===== src/rtl/riscv_multicycle_ctrl.sv =====
// Multi-cycle RV32I sequencer: FETCH/DECODE/EXEC/MEM/WB over one shared memory port.
// Strobes decode from the registered state; ir_write, SW pc_write and branch pc_src also see inputs.
module riscv_multicycle_ctrl #(
  parameter int unsigned MAX_WAIT = 15,
  parameter int unsigned CNT_W    = 16
) (
  input  logic             clk,
  input  logic             reset,
  input  logic             run,
  input  logic [6:0]       opcode,
  input  logic             branch_taken,
  input  logic             mem_ready,
  output logic             mem_req,
  output logic             mem_we,
  output logic             iord,
  output logic             ir_write,
  output logic             pc_write,
  output logic [1:0]       pc_src,
  output logic             reg_write,
  output logic [1:0]       wb_sel,
  output logic [2:0]       state,
  output logic             illegal,
  output logic             bus_err,
  output logic [CNT_W-1:0] retired
);
  localparam int unsigned WAIT_W = 8;

  localparam logic [2:0] S_IDLE   = 3'd0;
  localparam logic [2:0] S_FETCH  = 3'd1;
  localparam logic [2:0] S_DECODE = 3'd2;
  localparam logic [2:0] S_EXEC   = 3'd3;
  localparam logic [2:0] S_MEM    = 3'd4;
  localparam logic [2:0] S_WB     = 3'd5;
  localparam logic [2:0] S_HALT   = 3'd6;

  localparam logic [6:0] OP_R    = 7'b0110011;
  localparam logic [6:0] OP_I    = 7'b0010011;
  localparam logic [6:0] OP_LW   = 7'b0000011;
  localparam logic [6:0] OP_SW   = 7'b0100011;
  localparam logic [6:0] OP_BR   = 7'b1100011;
  localparam logic [6:0] OP_JAL  = 7'b1101111;
  localparam logic [6:0] OP_JALR = 7'b1100111;
  localparam logic [6:0] OP_LUI  = 7'b0110111;

  logic [2:0]        state_q;
  logic [2:0]        state_d;
  logic [6:0]        op_q;
  logic [WAIT_W-1:0] wait_q;
  logic              legal;
  logic              in_access;
  logic              timeout;
  logic              done;

  assign state     = state_q;
  assign legal     = opcode inside {OP_R, OP_I, OP_LW, OP_SW, OP_BR, OP_JAL, OP_JALR, OP_LUI};
  assign in_access = (state_q == S_FETCH) || (state_q == S_MEM);
  assign timeout   = in_access && !mem_ready && (wait_q == WAIT_W'(MAX_WAIT));

  // State register
  always_ff @(posedge clk or posedge reset) begin
    if (reset) state_q <= S_IDLE;
    else       state_q <= state_d;
  end

  // Next-state logic; done marks the instruction's completion cycle
  always_comb begin
    state_d = state_q;
    done    = 1'b0;
    case (state_q)
      S_IDLE:   if (run) state_d = S_FETCH;
      S_FETCH: begin
        if (mem_ready)    state_d = S_DECODE;
        else if (timeout) state_d = S_HALT;
      end
      S_DECODE: state_d = legal ? S_EXEC : S_HALT;
      S_EXEC: begin
        if (op_q == OP_BR)                         done    = 1'b1;
        else if ((op_q == OP_LW) || (op_q == OP_SW)) state_d = S_MEM;
        else                                       state_d = S_WB;
      end
      S_MEM: begin
        if (mem_ready) begin
          if (op_q == OP_SW) done    = 1'b1;
          else               state_d = S_WB;
        end else if (timeout) begin
          state_d = S_HALT;
        end
      end
      S_WB:     done    = 1'b1;
      S_HALT:   state_d = S_HALT;
      default:  state_d = S_IDLE;
    endcase
    if (done) state_d = run ? S_FETCH : S_IDLE;
  end

  // Strobe decode
  always_comb begin
    mem_req   = 1'b0;
    mem_we    = 1'b0;
    iord      = 1'b0;
    ir_write  = 1'b0;
    pc_write  = 1'b0;
    pc_src    = 2'b00;
    reg_write = 1'b0;
    wb_sel    = 2'b00;
    case (state_q)
      S_FETCH: begin
        mem_req  = 1'b1;
        ir_write = mem_ready;
      end
      S_EXEC: begin
        if (op_q == OP_BR) begin
          pc_write = 1'b1;
          pc_src   = branch_taken ? 2'b01 : 2'b00;
        end
      end
      S_MEM: begin
        mem_req  = 1'b1;
        iord     = 1'b1;
        mem_we   = (op_q == OP_SW);
        // PC advances only once, when the store actually completes
        pc_write = (op_q == OP_SW) && mem_ready;
      end
      S_WB: begin
        reg_write = 1'b1;
        pc_write  = 1'b1;
        case (op_q)
          OP_LW:   wb_sel = 2'b01;
          OP_JAL:  begin wb_sel = 2'b10; pc_src = 2'b01; end
          OP_JALR: begin wb_sel = 2'b10; pc_src = 2'b10; end
          default: ;
        endcase
      end
      default: ;
    endcase
  end

  // Opcode latch, wait counter, sticky flags and retire counter
  always_ff @(posedge clk or posedge reset) begin
    if (reset) begin
      op_q    <= '0;
      wait_q  <= '0;
      illegal <= 1'b0;
      bus_err <= 1'b0;
      retired <= '0;
    end else begin
      if (state_q == S_DECODE) op_q <= opcode;
      if (in_access && (state_d == state_q)) wait_q <= wait_q + WAIT_W'(1);
      else                                   wait_q <= '0;
      if ((state_q == S_DECODE) && !legal) illegal <= 1'b1;
      if (timeout) bus_err <= 1'b1;
      if (done)    retired <= retired + CNT_W'(1);
    end
  end

endmodule

===== config.mk =====
export PLATFORM = sky130hd
export DESIGN_NAME = riscv_multicycle_ctrl
export DESIGN_NICKNAME = d
export VERILOG_FILES = /design/src/rtl/riscv_multicycle_ctrl.sv
export SDC_FILE = /design/constraint.sdc
export NUM_CORES = 1
export LEC_CHECK = 0
export ABC_CLOCK_PERIOD_IN_PS = 3900
export CORE_MARGIN = 10
export CORE_UTILIZATION = 35
export CTS_BUF_LIST = sky130_fd_sc_hd__clkbuf_4
export DETAILED_ROUTE_END_ITERATION = 6
export PLACE_DENSITY = 0.7
export SLEW_MARGIN = 20
export SYNTH_ARGS = -nofsm -noshare
export SYNTH_HDL_FRONTEND = slang
export SYNTH_SLANG_ARGS = --single-unit

===== constraint.sdc =====
create_clock -name clk -period 3.9 [get_ports clk]
set_input_delay 0.585 -clock clk [delete_from_list [all_inputs] [get_ports clk]]
set_output_delay 0.585 -clock clk [all_outputs]
set_load 0.005 [all_outputs]

==> PnR_summary.wiki, run 1 <==
{| class="wikitable"
! Metric !! Value
|-
| Headroom to the max-slew limit || 59.8%
|-
| Area post-placement || 2510 µm²
|-
| IO buf count || 42
|-
| Number of distinct library cells after synthesis || 48
|-
| Initial detailed-routing violation count || 88
|-
| Post-DP HPWL || 3.50 mm
|-
| Top-area cell type share of the netlist area || 44.3%
|-
| Number of warnings issued by yosys || 0
|-
| # clock sinks || 36
|-
| Routability-driven placement congestion ratio || 0.828
|-
| Biggest fanout along the worst timing path || 13
|-
| Setup repair after global routing missed its margin || no
|-
| Number of H-tree levels || 2
|-
| Max-cap violation count || 0
|-
| Clock tree from TritonCTS || yes
|-
| Final Routed Wirelength || 4.62 mm
|-
| Post-route DRC violation count || 0
|-
| Post-route setup TNS || 0 ns
|-
| Stage delay of the slowest cell on the critical path || 0.62 ns
|-
| Most numerous cell types in the synthesized netlist || dfrtp_1, xnor2_1, nand2_1
|-
| Async set or reset register ratio after synthesis || 100%
|-
| Drt first pass iters || 5
|-
| Depth of the worst register-to-register path || 6
|-
| Die height || 96.3 µm
|-
| Endpoint of the worst hold path || illegal$_DFFE_PP0P_
|-
| Most instantiated flip-flop cell in the synthesis netlist || dfrtp_1
|-
| Cell family with the largest share of critical-path delay || simple AND/OR/NAND/NOR gates
|-
| Multiplexer share of the synthesized area || 4.43%
|-
| # nets final || 249
|-
| Via count normalized by instance count || 5.25
|-
| Layout Area Growth over Synthesis || 26.0%
|-
| Startpoint type of the worst setup path || flip-flop
|-
| Clk buf depth || 2
|-
| Post-layout total power || 0.00142 W
|-
| Share of the synthesized area in compound gates (AO/OA/AOI/OAI) || 16.1%
|-
| RR Endpoint || wait_q[1]$_DFF_PP0_
|-
| CP Buf/Inv Count || 1
|-
| Avg Synthesized Cell Area || 10.5 µm²
|-
| Combinational family with the most area after synthesis || simple AND/OR/NAND/NOR gates
|-
| Maximum number of pins on one net before global-route repair || 37
|-
| Status || completed
|-
| Clock Pin Slew Worst Setup and Hold Paths || 0.11 ns
|-
| Total power density per cell area || 555 nW/µm²
|-
| Worst reg2reg startpoint || state[1]$_DFF_PP0_
|-
| Synthesized netlist net count || 207
|-
| Aggregate global routing overflow || 0
|-
| Final critical-path required period || 3.09 ns
|-
| First-pass GRT wire length || 8.07 mm
|-
| Post-CTS Repair Setup Buffers || 0
|-
| Path class of the lowest-slack min-delay path || flip-flop to flip-flop
|-
| Final Slew Violations || 0
|-
| Initial standard-cell utilization of the core || 36.5%
|-
| Final critical-path share of the clock period || 79.2%
|-
| Launch point of the worst path || op_q[3]$_DFFE_PP0P_
|-
| Top post-synthesis cells by area || dfrtp_1, xnor2_1, a2111oi_2, mux2_2, and3_1
|-
| Average wire per cell in the routed design || 15.0 µm
|-
| Post-route standard cell area excluding fillers || 2560 µm²
|-
| Portion of the post-synthesis area used by sequential elements || 44.3%
|-
| Leakage power || 1.01 nW
|-
| Count of placed standard cells including taps || 300
|-
| Number of cells on the worst hold path || 1
|-
| Number of global-route vias before repair || 1,637
|-
| Share of cells above drive strength 1 || 14.4%
|-
| Largest area contributor in the netlist || dfrtp_1
|-
| Worst clock skew on the final layout || 0.00648 ns
|-
| VDD IR max || 0.244 mV
|-
| Cell breakdown of the critical path || or3b_1 > or3_1 > o21ai_2 > clkdlybuf4s50_1
|-
| Filler cell count in the final layout || 523
|-
| Slew at the pin with the worst max-slew slack || 0.604 ns
|-
| Final number of hold-violating endpoints || 0
|-
| R2R setup slack || 1.47 ns
|-
| Number of failing setup endpoints in the final timing report || 0
|-
| Core box area || 5570 µm²
|-
| GR Util All Layers || 11.1%
|-
| Worst EP required || 3.31 ns
|-
| Clock latency reported for the late side of the worst-skew pair || 0.34 ns
|-
| Cts hold-fix bufs || 0
|-
| CTS Buf Count || 5
|-
| Antenna diode count || 0
|-
| Cell at the root of the clock tree || clkbuf_4
|-
| Via Count || 1,617
|-
| Xor/xnor share of the synthesized area || 9.04%
|-
| Achievable frequency || 0.324 GHz
|-
| Resized Gates After CTS || 0
|-
| Count of antenna-violating nets left after detailed routing || 0
|-
| Post-route insts no fill || 308
|-
| Class of the most critical setup path || flip-flop to output port
|-
| Summed instance area of the synthesized netlist || 2040 µm²
|-
| Die area || 9270 µm²
|-
| Standard cell with the maximum stage delay on the critical path || clkdlybuf4s50_1
|-
| Beginning of the worst hold path || illegal$_DFFE_PP0P_
|-
| Number of enable flip-flop cells after synthesis || 0
|-
| IO Pins || 43
|-
| Initial antenna violation count || 0
|-
| Site row count || 27
|-
| Floorplan die width || 96.3 µm
|-
| Post-synthesis register bit count || 36
|-
| Simple-gate share of the synthesized area || 21.1%
|-
| Arrival time at the worst endpoint || 2.50 ns
|-
| Post-Syn Instances || 193
|-
| Post-Synth Adder-Cell Area || 1.23%
|-
| Top-count cell post-synth || dfrtp_1
|-
| Type of destination of the critical path || output port
|}
[through the flow]
stage          setup slack [ns]  hold slack (ns)  util (%)
2_1_floorplan              1.76            0.451         -
3_3_place_gp              0.889            0.443      45.0
3_5_place_dp              0.837            0.448      45.0
4_1_cts                   0.784            0.480      46.0
5_1_grt                   0.598            0.503      46.0
6_report                  0.811            0.472      46.0
[worst max path at each step]
stage,end,slack (ns),cells after the start
CTS,pc_write,0.78,4
finish,pc_write,0.81,4
floorplan,wait_q[1]$_DFF_PP0_,1.76,5
global route,pc_write,0.60,4
global placement,pc_write,0.89,4
detailed placement,pc_write,0.84,4
[registers in the layout (all words and copies together) (netlist names)]
signal and cells:
state 3, illegal 1, retired 16, bus_err 1
wait_q 8, op_q 7
[routing by layer]
| metal | track usage, % | part of all wire [%] | routed length, µm | vias to the layer above |
|---|---|---|---|---|
| met2 | 17.1 | 45 | 2100 | 39 |
| met3 | 3.97 | 7.3 | 337 | 5 |
| li1 | - | - | - | 797 |
| met4 | 3.56 | 1.5 | 69 | 0 |
| met5 | 0 | 0 | 0 | - |
| met1 | 14.1 | 46 | 2110 | 776 |
[cell families (layout without fill, tap and decap cells)]
family                     count (synthesis)  count (layout)
AOI/OAI and AO/OA                         36              36
xor gates and xnor gates                  21              21
adders and majority gates                  2               2
buffers and inverters                     16              59
DFF                                       36              36
muxes                                      8               8
and+or+nand+nor                           74              74
[placed cells by master, fill, tap and decap left out, drive strengths merged, types with 2 or more instances in the layout]
master,instances
clkdlybuf4s50,42
dfrtp,36
xnor2,15
nand2,15
nand3,11
and3,10
mux2,8
a2111oi,8
nand4,7
inv,7
a21oi,7
clkbuf,7
o21ai,7
xor2,6
nor2,6
nor3,6
nand2b,5
or3,3
a21o,3
or3b,2
o211ai,2
ha,2
buf,2
o22ai,2
[where the power goes]
group          total [W]  leakage [nW]  internal [W]  switching, W
Combinational   0.000632         0.509      0.000317      0.000315
Clock           0.000205        0.0338     0.0000833      0.000121
Sequential      0.000587         0.465      0.000461      0.000126
Total            0.00142          1.01      0.000862      0.000562
[layout make-up]
| cell class | count | area, µm² | share of cell area [%] |
|---|---|---|---|
| clock buffer | 7 | 52.6 | 2.05 |
| clock inverter | 1 | 3.75 | 0.146 |
| inverter | 7 | 26.3 | 1.02 |
| multi-input combinational | 141 | 1060 | 41.2 |
| sequential | 36 | 901 | 35.1 |
| tap | 72 | 90.1 | 3.51 |
| timing repair buffer | 44 | 435 | 17.0 |
[worst reg2reg max path, stage by stage (launching register included)]
cell,delay (ns)
dfrtp_1,0.37
buf_4,0.29
nand2b_1,0.22
nor2_1,0.08
a311o_1,0.39
or3_1,0.61
a2111oi_2,0.38
Note: power is estimated with default switching activity, not from simulation.
==> inputs of run 2 (changes only) <==
--- a/config.mk
+++ b/config.mk
@@ -5,12 +5,12 @@
 export SDC_FILE = /design/constraint.sdc
 export NUM_CORES = 1
 export LEC_CHECK = 0
-export ABC_CLOCK_PERIOD_IN_PS = 3900
+export ABC_CLOCK_PERIOD_IN_PS = 2650
 export CORE_MARGIN = 10
 export CORE_UTILIZATION = 35
 export CTS_BUF_LIST = sky130_fd_sc_hd__clkbuf_4
 export DETAILED_ROUTE_END_ITERATION = 6
-export PLACE_DENSITY = 0.7
+export PLACE_DENSITY = 0.73
 export SLEW_MARGIN = 20
 export SYNTH_ARGS = -nofsm -noshare
 export SYNTH_HDL_FRONTEND = slang
==> constraint.sdc (replaced) <==
create_clock -name clk -period 2.65 [get_ports clk]
set_input_delay 0.3975 -clock clk [delete_from_list [all_inputs] [get_ports clk]]
set_output_delay 0.3975 -clock clk [all_outputs]
set_load 0.005 [all_outputs]
==> PnR_summary.wiki, run 2 (synthesis results as in run 1) <==
{| class="wikitable"
! Metric !! Value
|-
| # nets final || 260 (+4.4%)
|-
| Flip-flop and latch area || 902 µm² (+0.14%)
|-
| Startpoint type of the worst setup path || flip-flop
|-
| Maximum number of pins on one net before global-route repair || 37 (unchanged)
|-
| GR Util All Layers || 10.7% (-0.37 points)
|-
| Leading cell type in the layout, fill and taps excluded || clkdlybuf4s50_1
|-
| Cell at the root of the clock tree || clkbuf_4
|-
| Average wire per cell in the routed design || 14.8 µm (-0.98%)
|-
| Fraction of met1 tracks used by global routing || 13.4% (-0.68 points)
|-
| Filler cell count in the final layout || 510 (-2.5%)
|-
| Achievable frequency || 0.394 GHz
|-
| Count of antenna-violating nets left after detailed routing || 0 (unchanged)
|-
| Number of global-route vias before repair || 1,647 (+0.61%)
|-
| Final Slew Violations || 0 (unchanged)
|-
| Placement-stage worst setup slack || 0.0910 ns (-0.746 ns)
|-
| # clock sinks || 36 (unchanged)
|-
| Site row count || 27 (unchanged)
|-
| Drt first pass iters || 4 (-1)
|-
| Class of the most critical setup path || flip-flop to output port
|-
| IO Pins || 43 (unchanged)
|-
| Layout Area Growth over Synthesis || 31.2%
|-
| Total power density per cell area || 828 nW/µm² (+49%)
|-
| Share of cells above drive strength 1 || 19.4% (+5.0 points)
|-
| Clock tree from TritonCTS || yes
|-
| Antenna diode count || 0 (unchanged)
|-
| Final number of hold-violating endpoints || 0 (unchanged)
|-
| Core box area || 5570 µm² (unchanged)
|-
| Via count normalized by instance count || 5.18 (-1.4%)
|-
| Biggest register || retired
|-
| Multi-input combinational cell area || 1060 µm² (+0.71%)
|-
| Post-route DRC violation count || 0 (unchanged)
|-
| Worst clock skew on the final layout || 0.00744 ns (+0.000956 ns)
|-
| Aggregate global routing overflow || 0 (unchanged)
|-
| Biggest fanout along the worst timing path || 4 (-9)
|-
| Core occupancy in the finished layout || 47.9% (+1.9 points)
|-
| Routability-driven placement congestion ratio || 0.805 (-2.8%)
|-
| Max-cap violation count || 0 (unchanged)
|-
| GR Layer Usage met2 || 17.0% (-0.11 points)
|-
| Area post-placement || 2570 µm² (+2.6%)
|-
| Worst EP required || 2.25 ns (-1.06 ns)
|-
| Leakage power || 1.08 nW (+7.3%)
|-
| Number of flip-flops in the largest register || 16 (unchanged)
|-
| Post-route setup TNS || 0 ns (unchanged)
|-
| Die area || 9270 µm² (unchanged)
|-
| Type of destination of the critical path || output port
|-
| Commonest cells after routing, fill and taps aside || clkdlybuf4s50_1, dfrtp_1, xnor2_1
|-
| First-pass GRT wire length || 7.88 mm (-2.4%)
|-
| Clock latency reported for the late side of the worst-skew pair || 0.34 ns (about the same)
|-
| Met3 Use GR || 3.42% (-0.54 points)
|-
| Final critical-path share of the clock period || 95.7%
|-
| Headroom to the max-slew limit || 67.1% (+7.3 points)
|-
| Status || completed
|-
| Floorplan die width || 96.3 µm (unchanged)
|-
| Peak-usage layer in the global routing report || met2
|-
| IO buf count || 42 (unchanged)
|-
| Post-DP HPWL || 3.57 mm (+2.0%)
|-
| VDD IR max || 0.457 mV (+87%)
|-
| Initial detailed-routing violation count || 85 (-3.4%)
|-
| Setup repair after global routing missed its margin || no
|-
| Slew at the pin with the worst max-slew slack || 0.494 ns (-0.110 ns)
|-
| Setup slack of the critical path after layout || 0.113 ns (-0.698 ns)
|-
| Number of H-tree levels || 2 (unchanged)
|-
| Final Routed Wirelength || 4.74 mm (+2.6%)
|-
| Final critical-path required period || 2.54 ns
|-
| Initial standard-cell utilization of the core || 36.5% (unchanged)
|-
| Clock Pin Slew Worst Setup and Hold Paths || 0.11 ns (about the same)
|-
| Number of failing setup endpoints in the final timing report || 0 (unchanged)
|-
| Die height || 96.3 µm (unchanged)
|-
| Initial antenna violation count || 0 (unchanged)
|-
| Clk buf depth || 2 (unchanged)
|-
| Post-route standard cell area excluding fillers || 2670 µm² (+4.1%)
|-
| Path class of the lowest-slack min-delay path || input pin to async pin
|-
| Via Count || 1,652 (+2.2%)
|-
| R2R setup slack || 0.30 ns (-1.17 ns)
|-
| CTS Buf Count || 5 (unchanged)
|-
| Biggest regs || retired: 16 flops, wait_q: 8 flops, op_q: 7 flops
|-
| Arrival time at the worst endpoint || 2.14 ns (-0.36 ns)
|}
## run 2: area by class of cell
cell class                 instances  area share, %
clock buffer                       6           1.69
clock inverter                     2          0.422
inverter                           7          0.984
multi-input combinational        141           39.8
sequential                        36           33.8
tap                               72           3.37
timing repair buffer              55           20.0
## run 2: power by group
part / internal (W) / switching (W) / total (W)
registers: 0.000681 / 0.000148 / 0.000829
logic: 0.000558 / 0.000533 / 0.00109
clock network: 0.000111 / 0.000182 / 0.000293
## run 2: worst paths after layout
path | from | end | cells past startpoint
worst max-delay path | op_q[2]$_DFFE_PP0P_ | pc_write | 4
worst min-delay path | reset | retired[8]$_DFFE_PP0P_ | 3
worst max register to register | op_q[3]$_DFFE_PP0P_ | wait_q[6]$_DFF_PP0_ | 6
worst min register to register | illegal$_DFFE_PP0P_ | illegal$_DFFE_PP0P_ | 1
max in group asynchronous | reset | op_q[3]$_DFFE_PP0P_ | 3
min in group clk | illegal$_DFFE_PP0P_ | illegal$_DFFE_PP0P_ | 1
## run 2: worst max-delay path: stages, from the launching register on
cell and delay (ns):
dfrtp_1 0.40, or3b_4 0.42, or3_4 0.36, o21ai_2 0.09, clkdlybuf4s50_1 0.53
## run 2: metal layers
layer | vias up | share of wire (%) | wire (µm)
met5 | - | 0 | 0
met4 | 0 | 1.3 | 60
met3 | 8 | 6.8 | 321
met2 | 41 | 45 | 2150
met1 | 789 | 47 | 2210
li1 | 814 | - | -
## run 2: per-stage QoR
stage | hold slack [ns] | total power [W] | instances
after floorplan | 0.451 | 0.00148 | 193
after global placement | 0.438 | 0.00186 | 307
after detailed placement | 0.446 | 0.00188 | 307
after CTS | 0.457 | 0.00222 | 318
after global routing | 0.490 | 0.00238 | 319
final | 0.439 | 0.00221 | 319
## run 2: repair_timing
item,CTS,global route
gates resized for setup,2,2
pin swaps,0,0
buffers inserted,3,1
endpoints found under the setup margin,2,2
hold buffers,0,0
